===== src/rtl/difetto_bsr_chain.sv =====
`default_nettype none
// ============================================================================
// Module   : difetto_bsr_chain
// Purpose  : Parametrised boundary-scan segment. WIDTH cells, each with a
//            capture/shift stage and a separate update latch, plus a serial
//            SI->SO path. An internal sequencer shifts a full WIDTH-bit frame
//            from a single START pulse.
// Ports    : CLK      - clock, all state changes on the rising edge
//            RST_N    - synchronous active-low reset
//            TEST     - test-mode select for the PO mux
//            CAPTURE  - load shift register from PI
//            SHIFT    - manual single-bit shift
//            UPDATE   - manual shift register -> update latch transfer
//            START    - begin an auto-shift frame
//            SI / SO  - serial scan in / out (SO = sr[0])
//            PI / PO  - pad-side data in / data out to core or pad
//            BUSY     - auto-shift frame in progress
//            DONE     - one-cycle pulse after the frame's final shift
// Revision : 1.0 - initial release
// ============================================================================
module difetto_bsr_chain #(
  parameter int               WIDTH             = 8,
  parameter logic [WIDTH-1:0] OBSERVE_ONLY_MASK = {WIDTH{1'b0}},
  parameter logic             TEST_POLARITY     = 1'b1,
  parameter logic             AUTO_UPDATE       = 1'b1,
  parameter logic [WIDTH-1:0] UPDATE_RESET      = {WIDTH{1'b0}}
) (
  input  logic             CLK,
  input  logic             RST_N,
  input  logic             TEST,
  input  logic             CAPTURE,
  input  logic             SHIFT,
  input  logic             UPDATE,
  input  logic             START,
  input  logic             SI,
  output logic             SO,
  input  logic [WIDTH-1:0] PI,
  output logic [WIDTH-1:0] PO,
  output logic             BUSY,
  output logic             DONE
);

  localparam int CNT_W = $clog2(WIDTH + 1);

  localparam logic [0:0] ST_IDLE     = 1'b0;
  localparam logic [0:0] ST_SHIFTING = 1'b1;

  logic [WIDTH-1:0] sr;
  logic [WIDTH-1:0] upd;
  logic [WIDTH-1:0] shift_next;
  logic [CNT_W-1:0] cnt;
  logic [0:0]       state;
  logic             done_q;

  // A one-cell segment has no upper bits to move down, so SI loads directly.
  generate
    if (WIDTH == 1) begin : g_shift_single
      assign shift_next = SI;
    end else begin : g_shift_multi
      assign shift_next = {SI, sr[WIDTH-1:1]};
    end
  endgenerate

  always_ff @(posedge CLK) begin
    if (!RST_N) begin
      sr     <= '0;
      upd    <= UPDATE_RESET;
      cnt    <= '0;
      state  <= ST_IDLE;
      done_q <= 1'b0;
    end else begin
      case (state)
        ST_IDLE: begin
          done_q <= 1'b0;
          if (CAPTURE) begin
            sr <= PI;
          end else if (SHIFT) begin
            sr <= shift_next;
          end
          // Update takes the pre-edge shift register, regardless of any
          // capture or shift happening on the same edge.
          if (UPDATE) begin
            upd <= sr;
          end
          if (START) begin
            cnt   <= CNT_W'(WIDTH);
            state <= ST_SHIFTING;
          end
        end
        default: begin
          // Manual commands are ignored for the whole frame.
          sr  <= shift_next;
          cnt <= cnt - CNT_W'(1);
          if (cnt == CNT_W'(1)) begin
            state  <= ST_IDLE;
            done_q <= 1'b1;
            if (AUTO_UPDATE) begin
              upd <= shift_next;
            end
          end
        end
      endcase
    end
  end

  assign SO   = sr[0];
  assign BUSY = (state == ST_SHIFTING);
  assign DONE = done_q;

  // Observe-only cells always pass PI straight through.
  assign PO = (TEST == TEST_POLARITY)
            ? ((upd & ~OBSERVE_ONLY_MASK) | (PI & OBSERVE_ONLY_MASK))
            : PI;

endmodule
`default_nettype wire


===== config.mk =====
export PLATFORM = sky130hd
export DESIGN_NAME = difetto_bsr_chain
export DESIGN_NICKNAME = d
export VERILOG_FILES = /design/src/rtl/difetto_bsr_chain.sv
export SDC_FILE = /design/constraint.sdc
export NUM_CORES = 1
export LEC_CHECK = 0
export BUFFER_PORTS_ARGS = -buffer_cell sky130_fd_sc_hd__buf_2
export CAP_MARGIN = 30
export CORE_MARGIN = 2
export CORE_UTILIZATION = 56
export DETAILED_ROUTE_END_ITERATION = 7
export PLACE_DENSITY = 0.87
export SYNTH_ARGS = -nofsm -noshare
export SYNTH_HDL_FRONTEND = slang
export SYNTH_SLANG_ARGS = --single-unit

===== constraint.sdc =====
create_clock -name CLK -period 4.1 [get_ports CLK]
set_clock_uncertainty 0.1 [all_clocks]
set_input_delay 0.41 -clock CLK [delete_from_list [all_inputs] [get_ports CLK]]
set_output_delay 0.41 -clock CLK [all_outputs]
set_load 0.02 [all_outputs]

Word-level counts from Yosys, hierarchy flattened. Cells that the tools add are included.

Flip-flop bits (word level): 22. Latch bits: 0. RAM bits: 0. ROM bits: 0. Input port bits: 16. Output and inout bits: 11. Logic and storage cells: 25. Memories kept: 0.

Add/sub/neg operators: 1. $mul: 0. Divide/modulo/power cells: 0. Magnitude comparators: 0. Equal/unequal tests: 2. Shift-type cells: 0. Multiplexer cells: 12. Bitwise operators: 0. Reductions and logical operators: 5.

Operators with widths (number): 8-bit 2-to-1 mux (7); 4-bit 2-to-1 mux (2); 4-bit by 1-bit equality test with 1-bit output (second input constant) (1); 2-bit AND reduction (2); 2-bit nonzero test (2); 4-bit by 1-bit subtractor with 4-bit output (second input constant) (1); 1-bit 2-to-1 mux (3); 3-bit nonzero test (1); 2-bit by 1-bit inequality test with 1-bit output (second input constant) (1).

Longest topological paths before layout.
Depth after elaboration: 3. Mapped depth: 6. Depth with buffers taken out: 5.

Least setup slack after synthesis. Ideal clock, no wire load.

Path type: input -> output. Start point: input port TEST. End point: output port PO[0]. Arrival time: 1.101 ns. Required time: 3.590 ns. Slack: 2.489 ns. Stages on the path: 2. Buffers on the path: 1. Path through: clkbuf_1 -> mux2_2.

Word-level cells in the longest chain between the ends: 1.

RTL lines: start: declaration (line 30) `input logic TEST,`; 8-bit 2-to-1 mux (line 112) `? ((upd & ~OBSERVE_ONLY_MASK) | (PI & OBSERVE_ONLY_MASK))`; end: declaration (line 38) `output logic [WIDTH-1:0] PO,`.

No other way between the ends.

Worst setup path in the final report.
Start point: register state (netlist: BUSY). End point: output port BUSY.

RTL lines: start: declaration (line 52) `logic [0:0] state;`; start signal: assignment (line 69) `state <= ST_IDLE;`; start signal: assignment (line 87) `state <= ST_SHIFTING;`; start signal: assignment (line 95) `state <= ST_IDLE;`; end: declaration (line 39) `output logic BUSY,`.

No word-level cell between the ends.

==> impl_metrics.json <==
{
  "outcome": "complete, no violations",
  "grt_pass1_vias": 853,
  "cts_tree": "built",
  "post-route-util_pct": 67.1,
  "slew_of_the_pin_with_the_lowest_slew_margin_ps": 697,
  "cts.root.buffer_cell": "sky130_fd_sc_hd__clkbuf_4",
  "clock_pin_slew_of_the_registers_on_the_worst_case_setup_and_hold_paths_ps": 120,
  "wirelength_mm": 2.29,
  "ant_nets": 0,
  "placement.cell_area_um2": 1290,
  "detailedPlacementHpwl_mm": 1.62,
  "clockBufferDepth": 2,
  "cts_buffers": 3,
  "worst_ir_drop_vdd_mv": 0.216,
  "power_dens_cells_nw_per_um2": 351,
  "grt_usage_pct": 20.1,
  "dieWidth_um": 50.0,
  "die_outline_area_um2": 2500,
  "seq_area_frac_synth_pct": 37.2,
  "antenna_violations_before_repair": 0,
  "die_h_um": 50.0,
  "detailedRoute.firstIterationViolations": 6,
  "port_buffers": 26,
  "synth_warnings": 0,
  "number_of_clock_sinks": 22,
  "synth_cell_type_count": 28,
  "grt_overflow": 0,
  "layout.cell_area.non_filler_um2": 1330,
  "grt_start_max_net_pins": 31,
  "min_period_over_period_pct": 46.2,
  "path_category_of_the_worst_min_delay_check": "primary input to flip-flop",
  "worst_case_reg_to_reg_path_depth": 3,
  "timing.critical_path.max_delay_family": "flip-flops",
  "core_region_area_um2": 1980,
  "async_reset_ff_share_pct": 0,
  "unrepaired_setup_endpoints_after_global_routing": "false",
  "final_period_minus_worst_setup_slack_ps": 1900,
  "synth_fp_nets": 141,
  "finalNonFillerCells": 171,
  "cp_cell_sequence": "buf_2",
  "synth_ff_type": "sky130_fd_sc_hd__dfxtp_1",
  "dr_total_vias": 930,
  "initial_utilization_pct": 59.7,
  "timing.fmax_mhz": 528,
  "wire_per_inst_um": 13.4,
  "num_rows": 16,
  "cp-startpoint": "BUSY",
  "antenna-diode-count": 0,
  "postSynthCellCount": 123,
  "timing.critical_path.fanout_max": 20,
  "hold_path_depth": 3,
  "area.growth.synth_to_final_pct": 12.5,
  "critPathMaxStageDelay_ps": 790,
  "grt_first_pass_wirelength_mm": 3.80,
  "cts_hold_buffers": 0,
  "critical_path_cell_count": 1,
  "rrSetupSlack_ps": 2210,
  "worstPathRequired_ps": 3590,
  "maximum_capacitance_violations": 0,
  "final-hold-violation-count": 0,
  "post_cts_resize_count": 0,
  "synth-edff-count": 0,
  "gp_congestion": 0.731,
  "synth_most_common_cell": "sky130_fd_sc_hd__dfxtp_1",
  "arrival_ps": 1390,
  "cp.buffers_inverters": 1,
  "synthesized_area_per_cell_um2": 9.61,
  "timing.slew.headroom_pct": 53.5,
  "yosys_register_bits": 22,
  "synth_top_area_cell": "sky130_fd_sc_hd__dfxtp_1",
  "drive_above_1_share_pct": 36.1,
  "report.final.slew_viol_count": 0,
  "crit-reg2reg-capture": "sr[4]",
  "finalNetCount": 163,
  "holdCritStartpoint": "PI[1]",
  "yosys-top-cells-area": "sky130_fd_sc_hd__dfxtp_1 37%, sky130_fd_sc_hd__mux2_2 15%, sky130_fd_sc_hd__mux2i_1 14%",
  "filler_cell_count": 161,
  "floorplan.io_pins": 27,
  "placed_cells_incl_taps": 167,
  "ctsHtreeMaxLevel": 1,
  "cell_leakage_power_nw": 0.614,
  "drt-vias-per-instance": 5.44,
  "critPathLaunchType": "flip-flop",
  "worst-setup-path-type": "flip-flop to output pin",
  "setup.worst_path.end_class": "output pin",
  "timing.critical_path.slowest_stage_cell": "sky130_fd_sc_hd__dfxtp_1",
  "detailedRoute.firstPassIterationCount": 4,
  "r2r-start": "BUSY",
  "syn-cell-area_um2": 1180,
  "synthTopCellsByCount": "22 x sky130_fd_sc_hd__dfxtp_1, 17 x sky130_fd_sc_hd__mux2i_1, 17 x sky130_fd_sc_hd__nand2_1",
  "cts_post_setup_buffers_inserted": 0,
  "post-route-drc-count": 0,
  "clock_insertion_delay_at_the_later_pin_of_the_skew_report_ps": 310,
  "worstHoldEndpoint": "sr[1]",
  "setup_violations": 0,
  "setup_total_negative_slack_ps": 0,
  "netlist.area_leader.share_pct": 37.2,
  "totalPowerFinal_w": 0.000467
}
cell families after synthesis:
kind of cell	count (synthesis)	share of synthesized area (%)
multiplexers	33	29.6
flip-flops	22	37.2
AND/OR/NAND/NOR	31	12.4
AO/OA/AOI/OAI	23	13.2
adder cells (fa/ha/maj)	2	2.12
buffers and inverters	12	5.40
area by class of cell:
type	instances	area (µm²)	area share, %
clock buffers	4	36.3	2.73
inverters	3	11.3	0.847
multi-input cells	89	678	51.0
flip-flops and latches	22	440	33.1
well taps	27	33.8	2.54
repair buffers	26	130	9.78
sequential cells by signal (all words and copies together), names as in the netlist:
name and cells:
DONE 1, sr 8, upd 8, BUSY 1, cnt 4
metal layers:
layer | vias to the layer above | share of wire [%] | global-route usage [%]
met5 | - | 0 | 0
met4 | 0 | 0.70 | 8.33
met3 | 2 | 4.3 | 3.64
met2 | 22 | 50 | 35.1
met1 | 434 | 45 | 24.1
li1 | 472 | - | -
stage by stage:
step	hold WS, ps	setup WS (ps)
floorplan	335	2490
global placement	342	2330
CTS	287	2210
detailed placement	356	2270
global route	303	2090
finish	302	2200
worst max-delay path by stage:
| stage | end | slack [ps] |
|---|---|---|
| 5_1_grt | sr[4] | 2090 |
| 6_report | BUSY | 2200 |
| 2_1_floorplan | PO[0] | 2490 |
| 3_3_place_gp | sr[4] | 2330 |
| 4_1_cts | BUSY | 2210 |
| 3_5_place_dp | sr[4] | 2270 |
report_power, final:
| part | leakage, nW | total (W) | switching [W] | internal, W |
|---|---|---|---|---|
| registers | 0.181 | 0.000246 | 0.0000163 | 0.000230 |
| logic | 0.413 | 0.000101 | 0.0000517 | 0.0000492 |
| clock network | 0.0210 | 0.000120 | 0.0000660 | 0.0000543 |
cells in the final DEF (no fill, tap or decap):
master	count
sky130_fd_sc_hd__a21oi_2	2
sky130_fd_sc_hd__a21oi_1	7
sky130_fd_sc_hd__o211a_1	1
sky130_fd_sc_hd__nand3_1	1
sky130_fd_sc_hd__nor3_1	2
sky130_fd_sc_hd__inv_1	3
sky130_fd_sc_hd__nor3b_1	1
sky130_fd_sc_hd__a21boi_0	1
sky130_fd_sc_hd__or3_1	1
sky130_fd_sc_hd__ha_1	2
sky130_fd_sc_hd__mux2_2	16
sky130_fd_sc_hd__dfxtp_1	22
sky130_fd_sc_hd__o21a_1	1
sky130_fd_sc_hd__mux2i_1	17
sky130_fd_sc_hd__o21ai_0	7
sky130_fd_sc_hd__and4bb_1	1
sky130_fd_sc_hd__nor2_1	4
sky130_fd_sc_hd__nand2b_1	1
sky130_fd_sc_hd__clkbuf_4	3
sky130_fd_sc_hd__nand3b_1	1
sky130_fd_sc_hd__clkbuf_8	1
sky130_fd_sc_hd__o21ba_2	1
sky130_fd_sc_hd__o21ai_2	2
sky130_fd_sc_hd__a21oi_4	1
sky130_fd_sc_hd__buf_2	26
sky130_fd_sc_hd__nand2_1	17
sky130_fd_sc_hd__nor2b_1	2
No activity file was read; power rests on OpenSTA's default activity.
